### config.mk
export PLATFORM = sky130hd
export DESIGN_NAME = mem_port_arbiter
export DESIGN_NICKNAME = d
export VERILOG_FILES = /design/src/rtl/mem_port_arbiter.sv
export SDC_FILE = /design/constraint.sdc
export NUM_CORES = 1
export LEC_CHECK = 0
export CAP_MARGIN = 20
export CORE_ASPECT_RATIO = 0.9
export CORE_MARGIN = 2
export CORE_UTILIZATION = 37
export CTS_CLUSTER_DIAMETER = 50
export DETAILED_ROUTE_END_ITERATION = 10
export PLACE_DENSITY = 0.75
export SLEW_MARGIN = 20
export SYNTH_ARGS = -nofsm -noshare
export SYNTH_HDL_FRONTEND = slang
export SYNTH_SLANG_ARGS = --single-unit
### constraint.sdc
create_clock -name clk -period 1.7 [get_ports clk]
set_input_delay 0.425 -clock clk [delete_from_list [all_inputs] [get_ports clk]]
set_output_delay 0.425 -clock clk [all_outputs]
set_load 0.1 [all_outputs]
### src/rtl/mem_port_arbiter.sv
// Round-robin arbiter sharing one single-ported memory between
// an instruction-fetch port (0) and a load/store port (1).
module mem_port_arbiter #(
  parameter int MEM_LAT = 1,
  parameter int ADDR_W  = 32,
  parameter int DATA_W  = 32
) (
  input  logic              clk,
  input  logic              reset,
  input  logic              m0_req,
  input  logic              m0_we,
  input  logic [ADDR_W-1:0] m0_addr,
  input  logic [DATA_W-1:0] m0_wdata,
  output logic              m0_gnt,
  output logic              m0_rvalid,
  output logic [DATA_W-1:0] m0_rdata,
  input  logic              m1_req,
  input  logic              m1_we,
  input  logic [ADDR_W-1:0] m1_addr,
  input  logic [DATA_W-1:0] m1_wdata,
  output logic              m1_gnt,
  output logic              m1_rvalid,
  output logic [DATA_W-1:0] m1_rdata,
  output logic              mem_en,
  output logic              mem_we,
  output logic [ADDR_W-1:0] mem_addr,
  output logic [DATA_W-1:0] mem_wdata,
  input  logic [DATA_W-1:0] mem_rdata,
  output logic [15:0]       conflict_cnt
);

  typedef enum logic [1:0] {
    IDLE,
    ISSUE,
    WAIT
  } state_t;

  state_t     state;
  logic       last;
  logic       owner;
  logic       win;
  logic       both;
  logic [2:0] lat_cnt;

  // On a tie the port that did not win last time goes first.
  always_comb begin
    both = m0_req & m1_req;
    win  = both ? ~last : m1_req;
  end

  always_ff @(posedge clk or negedge reset) begin
    if (!reset) begin
      state        <= IDLE;
      last         <= 1'b1;
      owner        <= 1'b0;
      lat_cnt      <= '0;
      m0_gnt       <= 1'b0;
      m1_gnt       <= 1'b0;
      m0_rvalid    <= 1'b0;
      m1_rvalid    <= 1'b0;
      m0_rdata     <= '0;
      m1_rdata     <= '0;
      mem_en       <= 1'b0;
      mem_we       <= 1'b0;
      mem_addr     <= '0;
      mem_wdata    <= '0;
      conflict_cnt <= '0;
    end else begin
      m0_rvalid <= 1'b0;
      m1_rvalid <= 1'b0;
      unique case (state)
        IDLE: begin
          if (m0_req || m1_req) begin
            state     <= ISSUE;
            owner     <= win;
            last      <= win;
            m0_gnt    <= ~win;
            m1_gnt    <= win;
            mem_en    <= 1'b1;
            mem_we    <= win ? m1_we : m0_we;
            mem_addr  <= win ? m1_addr : m0_addr;
            mem_wdata <= win ? m1_wdata : m0_wdata;
            if (both && conflict_cnt != 16'hFFFF)
              conflict_cnt <= conflict_cnt + 16'd1;
          end
        end
        ISSUE: begin
          m0_gnt <= 1'b0;
          m1_gnt <= 1'b0;
          mem_en <= 1'b0;
          mem_we <= 1'b0;
          if (mem_we) begin
            state <= IDLE;
          end else begin
            lat_cnt <= 3'(MEM_LAT);
            state   <= WAIT;
          end
        end
        WAIT: begin
          if (lat_cnt == 3'd1) begin
            state <= IDLE;
            if (owner) begin
              m1_rdata  <= mem_rdata;
              m1_rvalid <= 1'b1;
            end else begin
              m0_rdata  <= mem_rdata;
              m0_rvalid <= 1'b1;
            end
          end else begin
            lat_cnt <= lat_cnt - 3'd1;
          end
        end
        default: state <= IDLE;
      endcase
    end
  end

endmodule

==> results of run 1 <==
## worst max-delay path by stage
| stage | slack [ns] | endpoint | start | depth (start not counted) |
|---|---|---|---|---|
| finish | 0.04 | conflict_cnt[8] | conflict_cnt[8] | 2 |
| CTS | 0.01 | conflict_cnt[9] | conflict_cnt[9] | 2 |
| global route | -0.03 | m0_rdata[11] | lat_cnt[1] | 7 |
| floorplan | -0.03 | conflict_cnt[1] | conflict_cnt[1] | 5 |
| detailed placement | -0.48 | conflict_cnt[11] | m1_req | 6 |
| global placement | -0.35 | conflict_cnt[15] | m1_req | 5 |
## sequential cells by signal (all words and copies together) (netlist names), 2 cells and up
name and count:
conflict_cnt 16, lat_cnt 3, m0_rdata 32, m1_rdata 32, mem_addr 32, mem_wdata 32
state 2
## cells in the mapped netlist, drive strengths merged, types with 3 or more instances
library cell	number	area, µm²
dfrtp	156	3900
nand2	141	529
mux2	66	747
a22oi	64	480
buf	18	116
clkbuf	10	37.5
nor2	9	36.3
xor2	9	78.8
nand3	8	57.6
inv	6	22.5
nor3	5	25.0
nor4	5	52.6
nand4	4	46.3
o21ai	4	20.0
ha	3	37.5
nor3b	3	33.8
## per-layer routing
metal / wire length (µm) / GRT usage, % / part of all wire (%) / vias up
met5: 0 / 0 / 0 / -
met4: 228 / 5.82 / 1.1 / 0
met3: 1230 / 5.88 / 6.0 / 18
met2: 11400 / 40.9 / 56 / 193
met1: 7600 / 25.7 / 37 / 2725
li1: - / - / - / 2628
## worst max-delay path, cell delays in order, from the launching register on
cell	delay [ns]
dfrtp_4	0.48
buf_4	0.17
buf_12	0.17
## final cells by class
| cell class | instances | area (µm²) | share of cell area (%) |
|---|---|---|---|
| Clock buffer | 18 | 439 | 3.47 |
| Clock inverter | 14 | 109 | 0.859 |
| Inverter | 6 | 22.5 | 0.178 |
| Multi-Input combinational cell | 349 | 2560 | 20.2 |
| Sequential cell | 157 | 3990 | 31.5 |
| Tap cell | 235 | 294 | 2.32 |
| Timing Repair Buffer | 373 | 5260 | 41.5 |
## cells by family (layout without fill, tap and decap cells)
| logic type | Yosys count | count (layout) | synth area share (%) |
|---|---|---|---|
| AND/OR/NAND/NOR | 185 | 185 | 13.3 |
| adder cells (fa/ha/maj) | 3 | 3 | 0.579 |
| multiplexers | 68 | 68 | 11.8 |
| flip-flops | 157 | 157 | 60.6 |
| buffers and inverters | 34 | 411 | 2.72 |
| AO/OA/AOI/OAI | 84 | 84 | 9.74 |
| XOR/XNOR | 9 | 9 | 1.22 |
## through the flow
stage               utilization [%]  TNS (ns)  cell area (µm²)
floorplan                         -   -0.0541             6600
global placement               70.3    -20.71            11900
detailed placement             70.3    -26.40            11900
CTS                            73.9         0            12600
global route                   74.5    -0.296            12700
finish                         74.5         0            12700
## timing repair
action | in CTS | in global routing
pin swaps | 1 | 1
resized for setup | 4 | 24
hold endpoints to repair | 27 | 0
setup buffers | 2 | 2
setup endpoints to repair | 33 | 53
gates cloned | 1 | 0
hold buffers | 1 | 0
==> flow_metrics.py, run 1 <==
metrics = {
    "routing": {
        "drt_iter0_drc": 168,
        "drt-wirelength-per-cell_um": 17.8,
        "via_per_inst": 4.83,
        "drc": 0,
        "drtAntennaViolNets": 0,
        "routed_wl_um": 20500,
        "dr_total_vias": 5564,
        "firstDrtPassIters": 5,
    },
    "sta": {
        "slew_headroom_pct": 75.0,
        "worst_slew_pin_slew_ns": 0.365,
        "skew_ns": 0.0121,
        "rsz0062_at_grt": "yes",
        "hold_viol_final": 0,
        "slew_violations": 0,
        "hold_slack_ns": 0.458,
        "setup_ws_ns": 0.0432,
        "period_share_pct": 97.5,
        "period_minus_slack_ns": 1.66,
        "setup_viol": 0,
        "fmax_mhz": 604,
    },
    "synthesis": {
        "yosysUniqueCellTypes": 52,
        "synth_edf_count": 0,
        "synth_warnings": 0,
        "syn_nets": 709,
        "synth-seq-cells": 157,
        "synthCells": 540,
        "postSynthAreaPerCell_um2": 12.0,
        "synth_top_flop_cell": "dfrtp_1",
        "ys_async_sr_fraction_pct": 100,
        "ys_seq_area_share_pct": 60.6,
        "syn_area_um2": 6490,
    },
    "placed_design": {
        "dp_cells": 1115,
        "dp_hpwl_um": 15500,
        "gp_congestion": 0.858,
        "dp_slack_ns": -0.479,
        "io_buffers": 315,
    },
    "die": {
        "fp.dieH_um": 130,
        "chipWidth_um": 144,
        "rows": 45,
        "start_util_pct": 38.2,
        "dieArea_um2": 18600,
        "core_area_um2": 17000,
        "pin_count": 316,
    },
    "run": {
        "drv_cap": 0,
    },
    "clocking": {
        "htreeDepth": 4,
        "clkLatencyLatePin_ns": 0.42,
        "root_buffer": "clkbuf_16",
        "cts_tree": "built",
        "clockBufferDepth": 2,
        "numCtsBuffers": 17,
        "clock-sinks": 157,
        "cts.clk_slew.worst_paths_ns": 0.07,
    },
    "setup_path": {
        "crit_path_max_fanout": 6,
        "crit_arrival_ns": 1.23,
        "reg2reg_slack_ns": 0.05,
        "critPathLaunchType": "register",
        "crit_path_end_kind": "primary output",
        "rr_worst_depth": 7,
        "timing.rr.end": "m0_rdata[13]",
        "critPathKind": "reg2out",
        "cp_data_required_time_ns": 1.27,
        "reg2reg_from": "lat_cnt[1]",
    },
    "global_route": {
        "grt_pass1_wl_um": 31400,
        "antenna_found_initial": 0,
        "grt-ovfl-total": 0,
        "grt_pass1_vias": 5807,
        "track_usage_pct": 22.2,
        "grt_start_max_net_pins": 64,
    },
    "min_path": {
        "hp-class": "in2async",
    },
    "final_layout": {
        "fin_nets": 1073,
        "layout.cells.most_common_list": "clkdlybuf4s50_1, buf_12, nand2_1, dfrtp_1, a22oi_1",
        "nFillCells": 1104,
        "area_growth_pct": 95.3,
        "drive_gt1_share_pct": 38.6,
        "n_antenna_cell": 0,
        "final_common_cell": "clkdlybuf4s50_1",
        "final_cells": 1152,
    },
    "outcome": {
        "outcome": "finished clean",
    },
}
Power of run 1 is not shown: default switching activity piles up to over one toggle a cycle in this logic, so the estimate is an artifact.
==> run 2: changes to the inputs <==
--- a/config.mk
+++ b/config.mk
@@ -8,10 +8,10 @@
 export CAP_MARGIN = 20
 export CORE_ASPECT_RATIO = 0.9
 export CORE_MARGIN = 2
-export CORE_UTILIZATION = 37
+export CORE_UTILIZATION = 30
 export CTS_CLUSTER_DIAMETER = 50
 export DETAILED_ROUTE_END_ITERATION = 10
-export PLACE_DENSITY = 0.75
+export PLACE_DENSITY = 0.63
 export SLEW_MARGIN = 20
 export SYNTH_ARGS = -nofsm -noshare
 export SYNTH_HDL_FRONTEND = slang
==> run 2 against run 1 <==
Net effect:
- design area rose by 0.73%
- fmax decreased by 0.76%
- non-clock buffer count shrank 7
==> flow_metrics.py, run 2 (synthesis results as in run 1) <==
metrics = {
    "sta": {
        "worst_slew_pin_slew_ns": 0.410,
        "period_share_pct": 98.2,
        "hold_viol_final": 0,
        "setup_ws_ns": 0.0305,
        "period_minus_slack_ns": 1.67,
        "slew_violations": 0,
        "hold_slack_ns": 0.486,
        "fmax_mhz": 599,
        "rsz0062_at_grt": "yes",
        "setup_viol": 0,
        "slew_headroom_pct": 72.6,
        "skew_ns": 0.0170,
    },
    "routing": {
        "via_per_inst": 4.55,
        "firstDrtPassIters": 6,
        "dr_total_vias": 5464,
        "drtAntennaViolNets": 0,
        "drc": 0,
        "routed_wl_um": 20800,
        "drt-wirelength-per-cell_um": 17.3,
        "drt_iter0_drc": 204,
    },
    "setup_path": {
        "critPathKind": "reg2reg",
        "crit_path_end_kind": "register",
        "crit_arrival_ns": 1.97,
        "crit_path_max_fanout": 8,
        "cp_data_required_time_ns": 2.00,
        "critPathLaunchType": "register",
    },
    "final_layout": {
        "layout.cells.most_common_list": "clkdlybuf4s50_1, buf_12, nand2_1, dfrtp_1, a22oi_1",
        "final_common_cell": "clkdlybuf4s50_1",
        "fin_nets": 1066,
        "multiInputGateArea_um2": 2560,
        "area_growth_pct": 96.8,
        "n_antenna_cell": 0,
        "drive_gt1_share_pct": 37.6,
        "regArea_um2": 3990,
        "nFillCells": 1736,
    },
    "die": {
        "rows": 51,
        "fp.dieH_um": 144,
        "chipWidth_um": 159,
        "start_util_pct": 30.3,
        "dieArea_um2": 22800,
        "pin_count": 316,
        "core_area_um2": 21400,
    },
    "global_route": {
        "grt_start_max_net_pins": 46,
        "track_usage_pct": 17.5,
        "antenna_found_initial": 0,
        "grt_pass1_vias": 5524,
        "grt-ovfl-total": 0,
        "grt_pass1_wl_um": 30700,
    },
    "clocking": {
        "clockBufferDepth": 2,
        "root_buffer": "clkbuf_16",
        "numCtsBuffers": 17,
        "clock-sinks": 157,
        "cts.clk_slew.worst_paths_ns": 0.07,
        "cts_tree": "built",
        "clkLatencyLatePin_ns": 0.43,
        "htreeDepth": 4,
    },
    "placed_design": {
        "io_buffers": 315,
        "gp_congestion": 0.791,
        "dp_slack_ns": -0.425,
        "dp_hpwl_um": 15600,
    },
    "outcome": {
        "outcome": "finished clean",
    },
    "min_path": {
        "hp-class": "in2async",
    },
    "run": {
        "drv_cap": 0,
    },
}
-- run 2: cell count changes in the layout (fill, tap and decap cells not counted), sizes merged --
cell,previous run,this run
clkbuf,18,21
clkinv,7,3
clkinvlp,1,2
buf,208,199
inv,12,13
bufinv,0,1
-- run 2: repair_timing --
item,in CTS,in global routing
hold endpoints to repair,29,0
cloned,1,2
setup endpoints to repair,32,38
pin swaps,1,2
hold buffers,1,0
buffers inserted,2,1
resized for setup,4,30
-- run 2: through the flow --
stage / utilization (%) / setup TNS (ns) / std cells / instance area, µm²
4_1_cts: 58.8 / -0.00797 / 1199 / 12600
3_5_place_dp: 55.7 / -25.12 / 1163 / 11900
2_1_floorplan: - / -0.0541 / 540 / 6600
3_3_place_gp: 55.7 / -22.50 / 1163 / 11900
6_report: 59.5 / 0 / 1201 / 12800
5_1_grt: 59.5 / -0.268 / 1201 / 12800
-- run 2: path summary, 6_finish.rpt --
| kind | endpoint | slack [ns] | start | cells past startpoint |
|---|---|---|---|---|
| max in group asynchronous | m0_rvalid | 0.68 | reset | 3 |
| worst max register to register | m0_rdata[11] | 0.03 | lat_cnt[1] | 7 |
| worst min-delay path | m0_rdata[17] | 0.49 | reset | 2 |
| worst min register to register | last | 0.52 | last | 1 |
| worst max-delay path | m0_rdata[11] | 0.03 | lat_cnt[1] | 7 |
| min in group clk | conflict_cnt[3] | 0.51 | m1_req | 4 |
-- run 2: metal layers --
metal	track usage, %	up-vias	share of wire [%]
met3	6.41	9	7.8
met4	3.78	0	0.77
met1	20.3	2627	40
met2	31.3	218	52
met5	0	-	0
li1	-	2610	-
-- run 2: area by class of cell --
class | instances | share of cell area, %
Timing Repair Buffer | 366 | 40.9
Sequential cell | 157 | 31.3
Multi-Input combinational cell | 349 | 20.1
Clock buffer | 19 | 3.55
Tap cell | 291 | 2.85
Clock inverter | 13 | 1.16
Inverter | 6 | 0.176
-- run 2: critical path, cell delays in order, from the launching register on --
cell,delay (ns)
dfrtp_1,0.38
inv_2,0.08
ha_4,0.14
nand2b_4,0.06
nor3b_4,0.24
buf_6,0.16
clkbuf_16,0.16
mux2_2,0.33
Power of run 2 is left out for the same reason.
